`config.mk`:
```
export PLATFORM = sky130hd
export DESIGN_NAME = phi_lut_arbiter
export DESIGN_NICKNAME = d
export VERILOG_FILES = /design/src/rtl/phi_lut_arbiter.sv
export SDC_FILE = /design/constraint.sdc
export NUM_CORES = 1
export LEC_CHECK = 0
export CAP_MARGIN = 20
export CORE_UTILIZATION = 60
export DETAILED_ROUTE_END_ITERATION = 12
export DONT_BUFFER_PORTS = 1
export GPL_ROUTABILITY_DRIVEN = 0
export HOLD_SLACK_MARGIN = 0.02
export PLACE_DENSITY_LB_ADDON = 0.25
export RECOVER_POWER = 50
export SYNTH_ARGS = -nofsm -noshare
export SYNTH_HDL_FRONTEND = slang
export SYNTH_HIERARCHICAL = 1
export SYNTH_SLANG_ARGS = --single-unit
```
`constraint.sdc`:
```
create_clock -name clk -period 7.9 [get_ports clk]
set_clock_uncertainty 0.1 [all_clocks]
set_input_delay 1.58 -clock clk [delete_from_list [all_inputs] [get_ports clk]]
set_output_delay 1.58 -clock clk [all_outputs]
set_load 0.005 [all_outputs]
```
`src/rtl/phi_lut_arbiter.sv`:
```
// Round-robin arbiter sharing one phi LUT among N_REQ check-node lanes.
// One grant per cycle; the registered result carries the winning lane ID.

module phi_lut (
  input  logic [6:0] i_x,
  output logic [3:0] o_y
);
  // f(x) = log((1+e^-|x|)/(1-e^-|x|)), quantised to U2.2 and saturated at 15
  always_comb begin
    o_y = 4'd0;
    if (i_x == 7'd0)       o_y = 4'd15;
    else if (i_x == 7'd1)  o_y = 4'd8;
    else if (i_x == 7'd2)  o_y = 4'd6;
    else if (i_x == 7'd3)  o_y = 4'd4;
    else if (i_x == 7'd4)  o_y = 4'd3;
    else if (i_x <= 7'd6)  o_y = 4'd2;
    else if (i_x <= 7'd11) o_y = 4'd1;
    else                   o_y = 4'd0;
  end
endmodule

module phi_lut_arbiter #(
  parameter int N_REQ = 4,
  parameter int ID_W  = 2
) (
  input  logic                 clk,
  input  logic                 rst,
  input  logic [N_REQ-1:0]     req_valid,
  input  logic [7*N_REQ-1:0]   req_x,
  output logic [N_REQ-1:0]     req_ready,
  output logic                 out_valid,
  input  logic                 out_ready,
  output logic [3:0]           out_y,
  output logic [ID_W-1:0]      out_id
);

  logic [ID_W-1:0] r_ptr;
  logic [ID_W-1:0] w_g;
  logic            w_found;
  logic            w_can_accept;
  logic            w_accept;
  logic [6:0]      w_x;
  logic [3:0]      w_y;

  assign w_can_accept = !out_valid || out_ready;

  // Scan lanes starting at r_ptr, wrapping modulo N_REQ; first valid lane wins.
  always_comb begin : p_grant
    int v_idx;
    w_found = 1'b0;
    w_g     = '0;
    v_idx   = 0;
    for (int k = 0; k < N_REQ; k++) begin
      v_idx = int'(r_ptr) + k;
      if (v_idx >= N_REQ) v_idx = v_idx - N_REQ;
      if (!w_found && req_valid[v_idx]) begin
        w_found = 1'b1;
        w_g     = ID_W'(v_idx);
      end
    end
  end

  // Ready is held low during reset so no handshake can complete in that cycle.
  assign w_accept = w_found && w_can_accept && !rst;

  always_comb begin
    req_ready = '0;
    if (w_accept) req_ready[w_g] = 1'b1;
  end

  assign w_x = req_x[7*int'(w_g) +: 7];

  phi_lut u_lut (
    .i_x (w_x),
    .o_y (w_y)
  );

  always_ff @(posedge clk) begin
    if (rst) begin
      r_ptr     <= '0;
      out_valid <= 1'b0;
      out_y     <= 4'd0;
      out_id    <= '0;
    end else if (w_accept) begin
      out_valid <= 1'b1;
      out_y     <= w_y;
      out_id    <= w_g;
      r_ptr     <= (w_g == ID_W'(N_REQ-1)) ? '0 : w_g + ID_W'(1);
    end else if (out_ready) begin
      out_valid <= 1'b0;
    end
  end

endmodule

```
# Yosys cells after proc, flatten, opt, wreduce, memory -nomap -nowiden
# Index checks and enable logic that the tools add are counted.
dict set report word_totals {
  elab_cells 82
  regBits 9
  output_inout_bits 11
}
dict set report op_classes {
  reduce_logical 14
  add_sub_neg 8
  n_mux 37
  mul 1
  eq_ne 5
  shift 1
  order_cmp 12
}
# operator count
set op_table {}
lappend op_table {{< comparator 32 x 4 -> 1 bit (second input constant)} 4}
lappend op_table {{2-to-1 mux 32 bit} 4}
lappend op_table {{2-to-1 mux 4 bit} 7}
lappend op_table {{indexed part select 28 x 6 -> 7 bit} 1}
lappend op_table {{2-to-1 mux 1 bit} 16}
lappend op_table {{equality test 7 x 2 -> 1 bit (second input constant)} 2}
lappend op_table {{subtractor 3 x 3 -> 4 bit (second input constant)} 3}
lappend op_table {{2-to-1 mux 2 bit} 5}
lappend op_table {{greater-or-equal comparator 3 bit (second input constant)} 3}
lappend op_table {{binary-select mux 1 bit (select 2 bit)} 4}
lappend op_table {{equality test 7 x 1 -> 1 bit (second input constant)} 1}
lappend op_table {{equality test 7 x 3 -> 1 bit (second input constant)} 1}
lappend op_table {{less-or-equal comparator 7 x 3 -> 1 bit (second input constant)} 1}
lappend op_table {{less-or-equal comparator 7 x 4 -> 1 bit (second input constant)} 1}
lappend op_table {{logical NOT 7 bit} 1}
lappend op_table {{adder 2 x 2 -> 3 bit (second input constant)} 2}
lappend op_table {{logical AND 1 bit} 6}
lappend op_table {{logical NOT 1 bit} 5}
lappend op_table {{multiplier 3 x 2 -> 5 bit (first input constant)} 1}
lappend op_table {{subtractor 2 x 3 -> 4 bit (second input constant)} 1}
lappend op_table {{adder 2 x 1 -> 3 bit (second input constant)} 1}
lappend op_table {{greater-or-equal comparator 2 x 3 -> 1 bit (second input constant)} 1}
lappend op_table {{< comparator 2 x 3 -> 1 bit (second input constant)} 1}
lappend op_table {{adder 2 x 1 -> 2 bit (second input constant)} 1}
lappend op_table {{other kinds (5)} 5}

# Longest topological paths before layout
# Gate-level depths: netlist of run 1.
dict set report depth {
  word_depth 25
  depth_mapped 9
  depth_no_buf 8
}

# Hierarchy
# Netlist of run 1, hierarchy kept.
# mod cells_each area_per_inst_um2 instances seq_area_each_um2
set by_module_without_submodules {}
lappend by_module_without_submodules {phi_lut_arbiter 82 738.2 1 180.2}
lappend by_module_without_submodules {phi_lut 10 76.3 1 0.0}

# Worst setup path after synthesis of run 1
# OpenSTA, ideal clock, no wires.
dict set report synth_timing {
  path_type {input -> output}
  start {in req_valid[1]}
  end {out req_ready[3]}
  setup_slack_ns 3.727
  stages 3
  t_arrival_ns 2.493
  cell_sequence {a21boi_0 > o221ai_4 > and4b_4}
}
dict set report synth_via {
  elab_chain_cells 18
  elab_cells_between_ends 34
}
# element line_no
set synth_lines {}
lappend synth_lines {{from (decl)} 28} ;# input logic [N_REQ-1:0] req_valid,
lappend synth_lines {{binary-select mux 1 bit (select 2 bit)} 56} ;# if (!w_found && req_valid[v_idx]) begin
lappend synth_lines {{2-to-1 mux 1 bit (not written as such) (2 in series)} 56}
lappend synth_lines {{2-to-1 mux 1 bit} 56}
lappend synth_lines {{logical NOT 1 bit} 56}
lappend synth_lines {{logical AND 1 bit} 56}
lappend synth_lines {{2-to-1 mux 1 bit} 56}
lappend synth_lines {{logical NOT 1 bit} 56}
lappend synth_lines {{logical AND 1 bit} 56}
lappend synth_lines {{2-to-1 mux 1 bit} 56}
lappend synth_lines {{logical NOT 1 bit} 56}
lappend synth_lines {{logical AND 1 bit} 56}
lappend synth_lines {{2-to-1 mux 2 bit} 56}
lappend synth_lines {{< comparator 2 x 3 -> 1 bit (not written as such) or greater-or-equal comparator 2 x 1 -> 1 bit (tied branches)} 68} ;# if (w_accept) req_ready[w_g] = 1'b1;
lappend synth_lines {{logical AND 1 bit (not written as such)} 68}
lappend synth_lines {{2-to-1 mux 1 bit (not written as such)} 68}
lappend synth_lines {{demux 1 bit (select 2 bit)} 68}
lappend synth_lines {{2-to-1 mux 4 bit (*)} 68}
lappend synth_lines {{to (decl)} 30} ;# output logic [N_REQ-1:0] req_ready,
# Mark *: on every way between the ends. The rest lies on a longest branch, timed or not. The select of a mux whose other input is x is not followed.

# Final worst setup path of run 1
# Same ends and word-level chain as after synthesis.

==> results of run 1 <==
per-stage QoR:
step	power [mW]	setup slack (ns)
after floorplan	0.0976	3.73
after global placement	0.101	3.53
after detailed placement	0.103	3.43
after CTS	0.140	3.43
after global routing	0.148	3.40
final	0.138	3.45
cell families after synthesis:
kind of cell,count (synthesis)
flip-flops,9
multiplexers,22
buffers and inverters,4
AND/OR/NAND/NOR,44
AO/OA/AOI/OAI,13
area by class of cell:
| class | instances | area [µm²] |
|---|---|---|
| Fill cell | 101 | 347 |
| Clock buffer | 3 | 22.5 |
| Multi-Input combinational cell | 79 | 611 |
| Clock inverter | 1 | 5.00 |
| Inverter | 1 | 3.75 |
| Sequential cell | 9 | 180 |
| Tap cell | 14 | 17.5 |
cell usage in the layout, fill, tap and decap left out:
cell       synthesis  layout
o21ai_0            1       1
nor2_1             6       6
a21boi_0           1       1
o21a_1             1       1
inv_1              1       1
or3b_1             1       1
nor4_1             1       1
and3_1             1       1
nor3_2             3       3
nand3_1            1       1
and4b_4            1       1
nor2b_1            5       5
nand3b_1           5       5
a221o_1            1       1
a2111oi_0          1       1
a211oi_1           1       1
a2111oi_4          1       1
nor3_1             2       2
mux2i_1           22      22
nand2b_1           3       3
dfxtp_1            9       9
o31a_1             1       1
or3_1              1       1
clkinv_2           0       1
clkbuf_4           0       3
o21bai_1           1       1
and2_1             1       1
or4_4              1       1
o221ai_4           1       1
a21oi_1            3       3
nand2_1           12      12
where the power goes:
group	switching [mW]	leakage, nW	internal, mW	total (mW)
Combinational	0.0274	0.289	0.0228	0.0502
Sequential	0.00309	0.0738	0.0485	0.0516
Clock	0.0179	0.0177	0.0188	0.0366
Total	0.0484	0.381	0.0900	0.138
sequential cells by signal (all words and copies together), names as in the netlist:
register   flops
out_id         2
out_valid      1
out_y          4
r_ptr          2
Yosys cell counts (all sizes together), types with 2 or more instances:
| library cell | instances |
|---|---|
| nor2 | 6 |
| nand2 | 12 |
| mux2i | 22 |
| dfxtp | 9 |
| nor3 | 5 |
| nor2b | 5 |
| a21oi | 3 |
| nand3b | 5 |
| a2111oi | 2 |
| buf | 2 |
| nand2b | 3 |
worst paths after layout:
kind	endpoint	cells past startpoint
worst max-delay path	req_ready[3]	3
worst min-delay path	out_id[1]$_SDFFE_PP0P_	2
worst max register to register	out_y[1]$_SDFFE_PP0P_	8
worst min register to register	out_id[1]$_SDFFE_PP0P_	2
per-layer routing:
layer  vias to the layer above  share of wire  GRT usage
li1                        339              -          -
met1                       317           0.38      0.232
met2                        26           0.54      0.433
met3                         4          0.068      0.116
met4                         0         0.0066     0.0517
met5                         -              0          0
worst max-delay path, cell delays in order:
cell and delay [ns]:
a21boi_0 0.34, o221ai_4 0.37, and4b_4 0.48
==> results.sh, run 1 <==
export IMPL_outcome="completed"
export IMPL_required_ns=6.22
export IMPL_dpl_cell_area_um2=812
export IMPL_drive_gt1_frac=0.118
export IMPL_clkSinkCount=9
export IMPL_synth_top_area_frac=0.270
export IMPL_utilization=0.708
export IMPL_totalWireLength_um=1670
export IMPL_ys_seq_elements=9
export IMPL_r2r_start="r_ptr[1]$_SDFFE_PP0P_"
export IMPL_cts_tree="done"
export IMPL_dr_pass1_iters=4
export IMPL_synthAdderAreaFrac=0
export IMPL_num_nets_final=129
export IMPL_hold_violations=0
export IMPL_antenna_left=0
export IMPL_rsz0062_at_grt="false"
export IMPL_crit_path_start="req_valid[1]"
export IMPL_hold_class="reg2reg"
export IMPL_worst_path_max_fanout=17
export IMPL_synth_area_um2=815
export IMPL_drc_errors=0
export IMPL_cp_arrival_ns=2.77
export IMPL_ys_warn_count=6
export IMPL_synth_top_family_by_area="simple AND/OR/NAND/NOR gates"
export IMPL_grt_pass1_vias=603
export IMPL_cts_made_buffers=3
export IMPL_synth_ff_type="dfxtp_1"
export IMPL_ys_seq_area_frac=0.221
export IMPL_grt_pass1_wl_um=2370
export IMPL_grt_ovfl_total=0
export IMPL_place_inst=103
export IMPL_post_cts_setup_buffers=0
export IMPL_clk_latency_ns=0.27
export IMPL_ff2ff_setup_slack_ns=5.28
export IMPL_async_reset_ff_frac=0
export IMPL_die_height_um=38.8
export IMPL_syn_to_final_growth_pct=3.07
export IMPL_fin_cells=107
export IMPL_initial_core_util=0.687
export IMPL_layout_min_cycle_time_ns=4.45
export IMPL_vias=686
export IMPL_setup_viol=0
export IMPL_cts_hold_buf=0
export IMPL_hold_ws_ns=0.367
export IMPL_hold_start="out_id[1]$_SDFFE_PP0P_"
export IMPL_dieWidth_um=38.8
export IMPL_h_tree_depth=1
export IMPL_grt_use_total=0.235
export IMPL_vdd_ir_drop_max_mv=0.112
export IMPL_io_buffers=0
export IMPL_fp_coreArea_um2=1190
export IMPL_cts_repair_resized=0
export IMPL_worstSetupPathType="in2out"
export IMPL_num_io_pins=46
export IMPL_setup_tns_ns=0
export IMPL_worstMarginPinSlew_ns=0.678
export IMPL_maxSlewViolCount=0
export IMPL_syn_nets=127
export IMPL_cts_root_buffer="clkbuf_4"
export IMPL_rows=12
export IMPL_p_per_area_nw_per_um2=165
export IMPL_synth_cells=92
export IMPL_synthXorXnorAreaFrac=0
export IMPL_grt_max_degree=18
export IMPL_yosys_top_cells_area="mux2i_1 (27%), dfxtp_1 (22%), nand2_1 (5.5%)"
export IMPL_synth_cell_types=32
export IMPL_period_share=0.563
export IMPL_cap_viol_max_count=0
export IMPL_vias_per_cell=6.41
export IMPL_wl_per_cell_um=15.6
export IMPL_dp_hpwl_um=1320
export IMPL_clockBufferDepth=2
export IMPL_drt_iter0_drc=6
export IMPL_synth_area_mux_share=0.270
export IMPL_antenna_found_initial=0
export IMPL_synthSimpleGateAreaFrac=0.318
export IMPL_final_cell_area_um2=840
export IMPL_synth_edff_count=0
export IMPL_synth_compound_area_share=0.161
export IMPL_yosys_area_top_type="mux2i_1"
export IMPL_slew_headroom=0.548
export IMPL_diodes=0
export IMPL_syn_area_per_cell_um2=8.85
export IMPL_dieArea_um2=1510
export IMPL_path_clk_slew_ns=0.06
export IMPL_start_kind="input port"
export IMPL_power_leakage_nw=0.381
export IMPL_clock_fmax_ghz=0.225
export IMPL_endpoint_kind="output port"
No activity file was read; power rests on OpenSTA's default activity.
==> run 2: changes to the inputs <==
- clock period: 7.9 -> 4.25 ns (I/O delays scaled with it)
==> run 2 against run 1 <==
Effect of this change:
- via count increased by 1.9%
- design area is 0.15% lower
- first-iteration DRC count is 17% higher
- largest cell class unchanged
- highest routed layer unchanged
- utilization down 0.11 points
- global-route usage rose by 1.4 points
- count of clock-buffer cells in the layout up 1
- critical path depth stayed put
- non-clock buffer count unchanged
- sequential share of layout area hardly changed
- worst setup slack worse by 2.2 ns
- power is 84% higher
- clock power is 83% higher
==> results.sh, run 2 (synthesis results as in run 1) <==
export IMPL_outcome="completed"
export IMPL_die_height_um=38.8
export IMPL_layout_common_cells="mux2i_1 (22), nand2_1 (12), dfxtp_1 (9)"
export IMPL_initial_core_util=0.687
export IMPL_num_nets_final=129
export IMPL_grt_max_degree=18
export IMPL_syn_to_final_growth_pct=2.92
export IMPL_drt_iter0_drc=7
export IMPL_maxSlewViolCount=0
export IMPL_cts_hold_buf=0
export IMPL_final_common_cell="mux2i_1"
export IMPL_fill_cells=107
export IMPL_io_buffers=0
export IMPL_setup_ws_ns=1.28
export IMPL_worstMarginPinSlew_ns=0.669
export IMPL_antenna_found_initial=0
export IMPL_met1_usage=0.267
export IMPL_clk_latency_ns=0.26
export IMPL_cap_viol_max_count=0
export IMPL_grt_use_total=0.249
export IMPL_total_power_mw=0.255
export IMPL_drive_gt1_frac=0.108
export IMPL_layout_min_cycle_time_ns=2.97
export IMPL_cts_root_buffer="clkbuf_4"
export IMPL_period_share=0.699
export IMPL_grt_ovfl_total=0
export IMPL_fp_coreArea_um2=1190
export IMPL_power_leakage_nw=0.378
export IMPL_crit_path_max_incr_delay_ns=0.48
export IMPL_clockBufferDepth=2
export IMPL_vias_per_cell=6.53
export IMPL_cp_slowest_cell="and4b_4"
export IMPL_rows=12
export IMPL_start_kind="input port"
export IMPL_cts_made_buffers=3
export IMPL_post_cts_setup_buffers=0
export IMPL_setup_tns_ns=0
export IMPL_setup_viol=0
export IMPL_totalWireLength_um=1640
export IMPL_crit_chain="a21boi_0, o221ai_4, and4b_4"
export IMPL_grt_use_met2=0.450
export IMPL_hold_class="reg2reg"
export IMPL_dieArea_um2=1510
export IMPL_largestRegisters="out_y (4), out_id (2), r_ptr (2)"
export IMPL_slew_headroom=0.554
export IMPL_dieWidth_um=38.8
export IMPL_clock_fmax_ghz=0.337
export IMPL_busiest_layer="met2"
export IMPL_regMostFlops="out_y"
export IMPL_cts_repair_resized=0
export IMPL_grt_pass1_vias=673
export IMPL_utilization=0.707
export IMPL_met3_usage=0.0925
export IMPL_diodes=0
export IMPL_endpoint_kind="output port"
export IMPL_worstSetupPathType="in2out"
export IMPL_cp_arrival_ns=2.02
export IMPL_drc_errors=0
export IMPL_dp_hpwl_um=1310
export IMPL_preCtsSetupSlack_ns=1.26
export IMPL_vdd_ir_drop_max_mv=0.226
export IMPL_wl_per_cell_um=15.3
export IMPL_hold_violations=0
export IMPL_antenna_left=0
export IMPL_required_ns=3.30
export IMPL_rsz0062_at_grt="false"
export IMPL_dr_pass1_iters=4
export IMPL_h_tree_depth=1
export IMPL_vias=699
export IMPL_cts_tree="done"
export IMPL_hold_ws_ns=0.376
export IMPL_clkSinkCount=9
export IMPL_worst_path_max_fanout=17
export IMPL_p_per_area_nw_per_um2=304
export IMPL_path_clk_slew_ns=0.06
export IMPL_num_io_pins=46
export IMPL_grt_pass1_wl_um=2580
export IMPL_largest_reg_flops=4
==> run 2: cell types whose count changed in the layout (fill, tap and decap cells not counted), sizes merged <==
cell    before  now
clkinv       1    0
clkbuf       3    4
==> run 2: cell type report <==
| type | instances | area, µm² | area share |
|---|---|---|---|
| multi-input combinational | 79 | 611 | 0.728 |
| sequential | 9 | 180 | 0.215 |
| clock buffer | 4 | 26.3 | 0.0313 |
| tap | 14 | 17.5 | 0.0209 |
| inverter | 1 | 3.75 | 0.00448 |
==> run 2: metrics by stage <==
step / instance area [µm²] / cells
floorplan: 815 / 92
global placement: 812 / 103
detailed placement: 812 / 103
CTS: 838 / 107
global route: 838 / 107
finish: 838 / 107
==> run 2: worst paths after layout <==
kind | start | endpoint | slack [ns] | cells after the start
worst max-delay path | req_valid[1] | req_ready[3] | 1.28 | 3
worst min-delay path | out_id[1]$_SDFFE_PP0P_ | out_id[1]$_SDFFE_PP0P_ | 0.38 | 2
worst max register to register | r_ptr[1]$_SDFFE_PP0P_ | out_y[1]$_SDFFE_PP0P_ | 1.65 | 8
worst min register to register | out_id[1]$_SDFFE_PP0P_ | out_id[1]$_SDFFE_PP0P_ | 0.38 | 2
==> run 2: metal layers <==
layer | up-vias | part of all wire
met5 | - | 0
met4 | 0 | 0.012
met3 | 4 | 0.074
met2 | 24 | 0.50
met1 | 326 | 0.41
li1 | 345 | -
==> run 2: power by group <==
part | internal, mW | total, mW | switching (mW)
logic | 0.0423 | 0.0924 | 0.0501
registers | 0.0902 | 0.0959 | 0.00573
clock network | 0.0362 | 0.0668 | 0.0306
==> run 2: worst max-delay path: cells and delay by family <==
kind | cells | cell delay [ns]
compound gates | 2 | 0.69
simple gates | 1 | 0.48
==> run 3: changes to the inputs <==
- clock period: 4.25 -> 2.96 ns (I/O delays scaled with it)
==> run 3 against run 2 <==
Effect of this change:
- worst setup slack lost 0.92 ns
- first-iteration DRC count increased by 14%
- sequential share of layout area did not move
- highest routed layer unchanged
- power up 43%
- clock power up 41%
- combinational power is 44% higher
- count of clock-buffer cells in the layout unchanged
==> results.sh, run 3 (synthesis results as in run 1) <==
export IMPL_power_leakage_nw=0.378
export IMPL_cts_root_buffer="clkbuf_4"
export IMPL_cts_hold_buf=0
export IMPL_final_common_cell="mux2i_1"
export IMPL_drc_errors=0
export IMPL_slew_headroom=0.554
export IMPL_dieArea_um2=1510
export IMPL_grt_pass1_wl_um=2570
export IMPL_worstSetupPathType="reg2reg"
export IMPL_clock_fmax_ghz=0.385
export IMPL_fin_cells=107
export IMPL_num_io_pins=46
export IMPL_largestRegisters="out_y (4), out_id (2), r_ptr (2)"
export IMPL_crit_path_max_incr_delay_ns=0.59
export IMPL_layout_min_cycle_time_ns=2.60
export IMPL_setup_tns_ns=0
export IMPL_dr_pass1_iters=4
export IMPL_crit_chain="a21boi_0, o221ai_4, mux2i_1, mux2i_1, or4_4, a21oi_1, nand2_1, nand2_1"
export IMPL_cts_tree="done"
export IMPL_required_ns=3.06
export IMPL_vias_per_cell=6.64
export IMPL_start_kind="register"
export IMPL_clk_latency_ns=0.26
export IMPL_cts_repair_resized=0
export IMPL_grt_pass1_vias=673
export IMPL_rsz0062_at_grt="false"
export IMPL_vdd_ir_drop_max_mv=0.324
export IMPL_grt_max_degree=18
export IMPL_initial_core_util=0.687
export IMPL_dpl_cell_area_um2=812
export IMPL_rows=12
export IMPL_utilization=0.707
export IMPL_grt_ovfl_total=0
export IMPL_post_cts_setup_buffers=0
export IMPL_cts_made_buffers=3
export IMPL_cp_slowest_cell="o221ai_4"
export IMPL_dp_hpwl_um=1310
export IMPL_worstMarginPinSlew_ns=0.669
export IMPL_fp_coreArea_um2=1190
export IMPL_worst_path_max_fanout=17
export IMPL_path_clk_slew_ns=0.06
export IMPL_clockBufferDepth=2
export IMPL_outcome="completed"
export IMPL_die_height_um=38.8
export IMPL_hold_violations=0
export IMPL_crit_buf_inv=0
export IMPL_antenna_found_initial=0
export IMPL_cap_viol_max_count=0
export IMPL_regMostFlops="out_y"
export IMPL_dieWidth_um=38.8
export IMPL_setup_viol=0
export IMPL_diodes=0
export IMPL_drive_gt1_frac=0.108
export IMPL_final_cell_area_um2=838
export IMPL_drt_iter0_drc=8
export IMPL_place_inst=103
export IMPL_h_tree_depth=1
export IMPL_wl_per_cell_um=15.3
export IMPL_totalWireLength_um=1640
export IMPL_hold_class="in2reg"
export IMPL_io_buffers=0
export IMPL_maxSlewViolCount=0
export IMPL_cp_top_family="compound AO/OA/AOI/OAI gates"
export IMPL_p_per_area_nw_per_um2=435
export IMPL_fill_cells=107
export IMPL_grt_use_total=0.249
export IMPL_num_nets_final=129
export IMPL_syn_to_final_growth_pct=2.92
export IMPL_endpoint_kind="register"
export IMPL_largest_reg_flops=4
export IMPL_antenna_left=0
export IMPL_cp_arrival_ns=2.70
export IMPL_vias=710
export IMPL_layout_common_cells="mux2i_1 (22), nand2_1 (12), dfxtp_1 (9)"
export IMPL_period_share=0.878
export IMPL_clkSinkCount=9
run 3: cell counts in the layout (fill, tap and decap cells not counted):
Identical to the previous run, type by type.
run 3: worst register-to-register path, cell delays in order, from the launching register on:
cell	delay, ns
dfxtp_1	0.42
a21boi_0	0.20
o221ai_4	0.59
mux2i_1	0.27
mux2i_1	0.11
or4_4	0.58
a21oi_1	0.15
nand2_1	0.07
nand2_1	0.06
run 3: area by class of cell:
class	count	area, µm²	share of cell area
multi-input combinational	79	611	0.728
sequential	9	180	0.215
tap	14	17.5	0.0209
clock buffer	4	26.3	0.0313
inverter	1	3.75	0.00448
run 3: final timing paths:
path                                        startpoint                      to  slack (ns)  cells after the start
worst max-delay path             r_ptr[1]$_SDFFE_PP0P_   out_y[1]$_SDFFE_PP0P_        0.36                      8
worst min-delay path                               rst   r_ptr[1]$_SDFFE_PP0P_        0.29                      1
worst max register to register   r_ptr[1]$_SDFFE_PP0P_   out_y[1]$_SDFFE_PP0P_        0.36                      8
worst min register to register  out_id[1]$_SDFFE_PP0P_  out_id[1]$_SDFFE_PP0P_        0.38                      2
run 3: power breakdown:
| part | internal (mW) | switching [mW] |
|---|---|---|
| sequential | 0.130 | 0.00821 |
| clock | 0.0519 | 0.0424 |
| combinational | 0.0607 | 0.0719 |
run 3: routing by layer:
metal	wire length, µm	track usage	vias to the layer above	share of wire
met2	832	0.450	30	0.51
met5	0	0	-	0
li1	-	-	344	-
met3	108	0.0925	6	0.066
met1	671	0.267	330	0.41
met4	22	0.0690	0	0.013
run 3: through the flow:
step                hold WS, ns  worst slack [ns]  total power [mW]
floorplan                 0.353             0.375             0.261
detailed placement        0.371             0.220             0.273
finish                    0.287             0.360             0.365
global route              0.274             0.124             0.389
global placement          0.362             0.277             0.269
CTS                       0.283             0.346             0.368
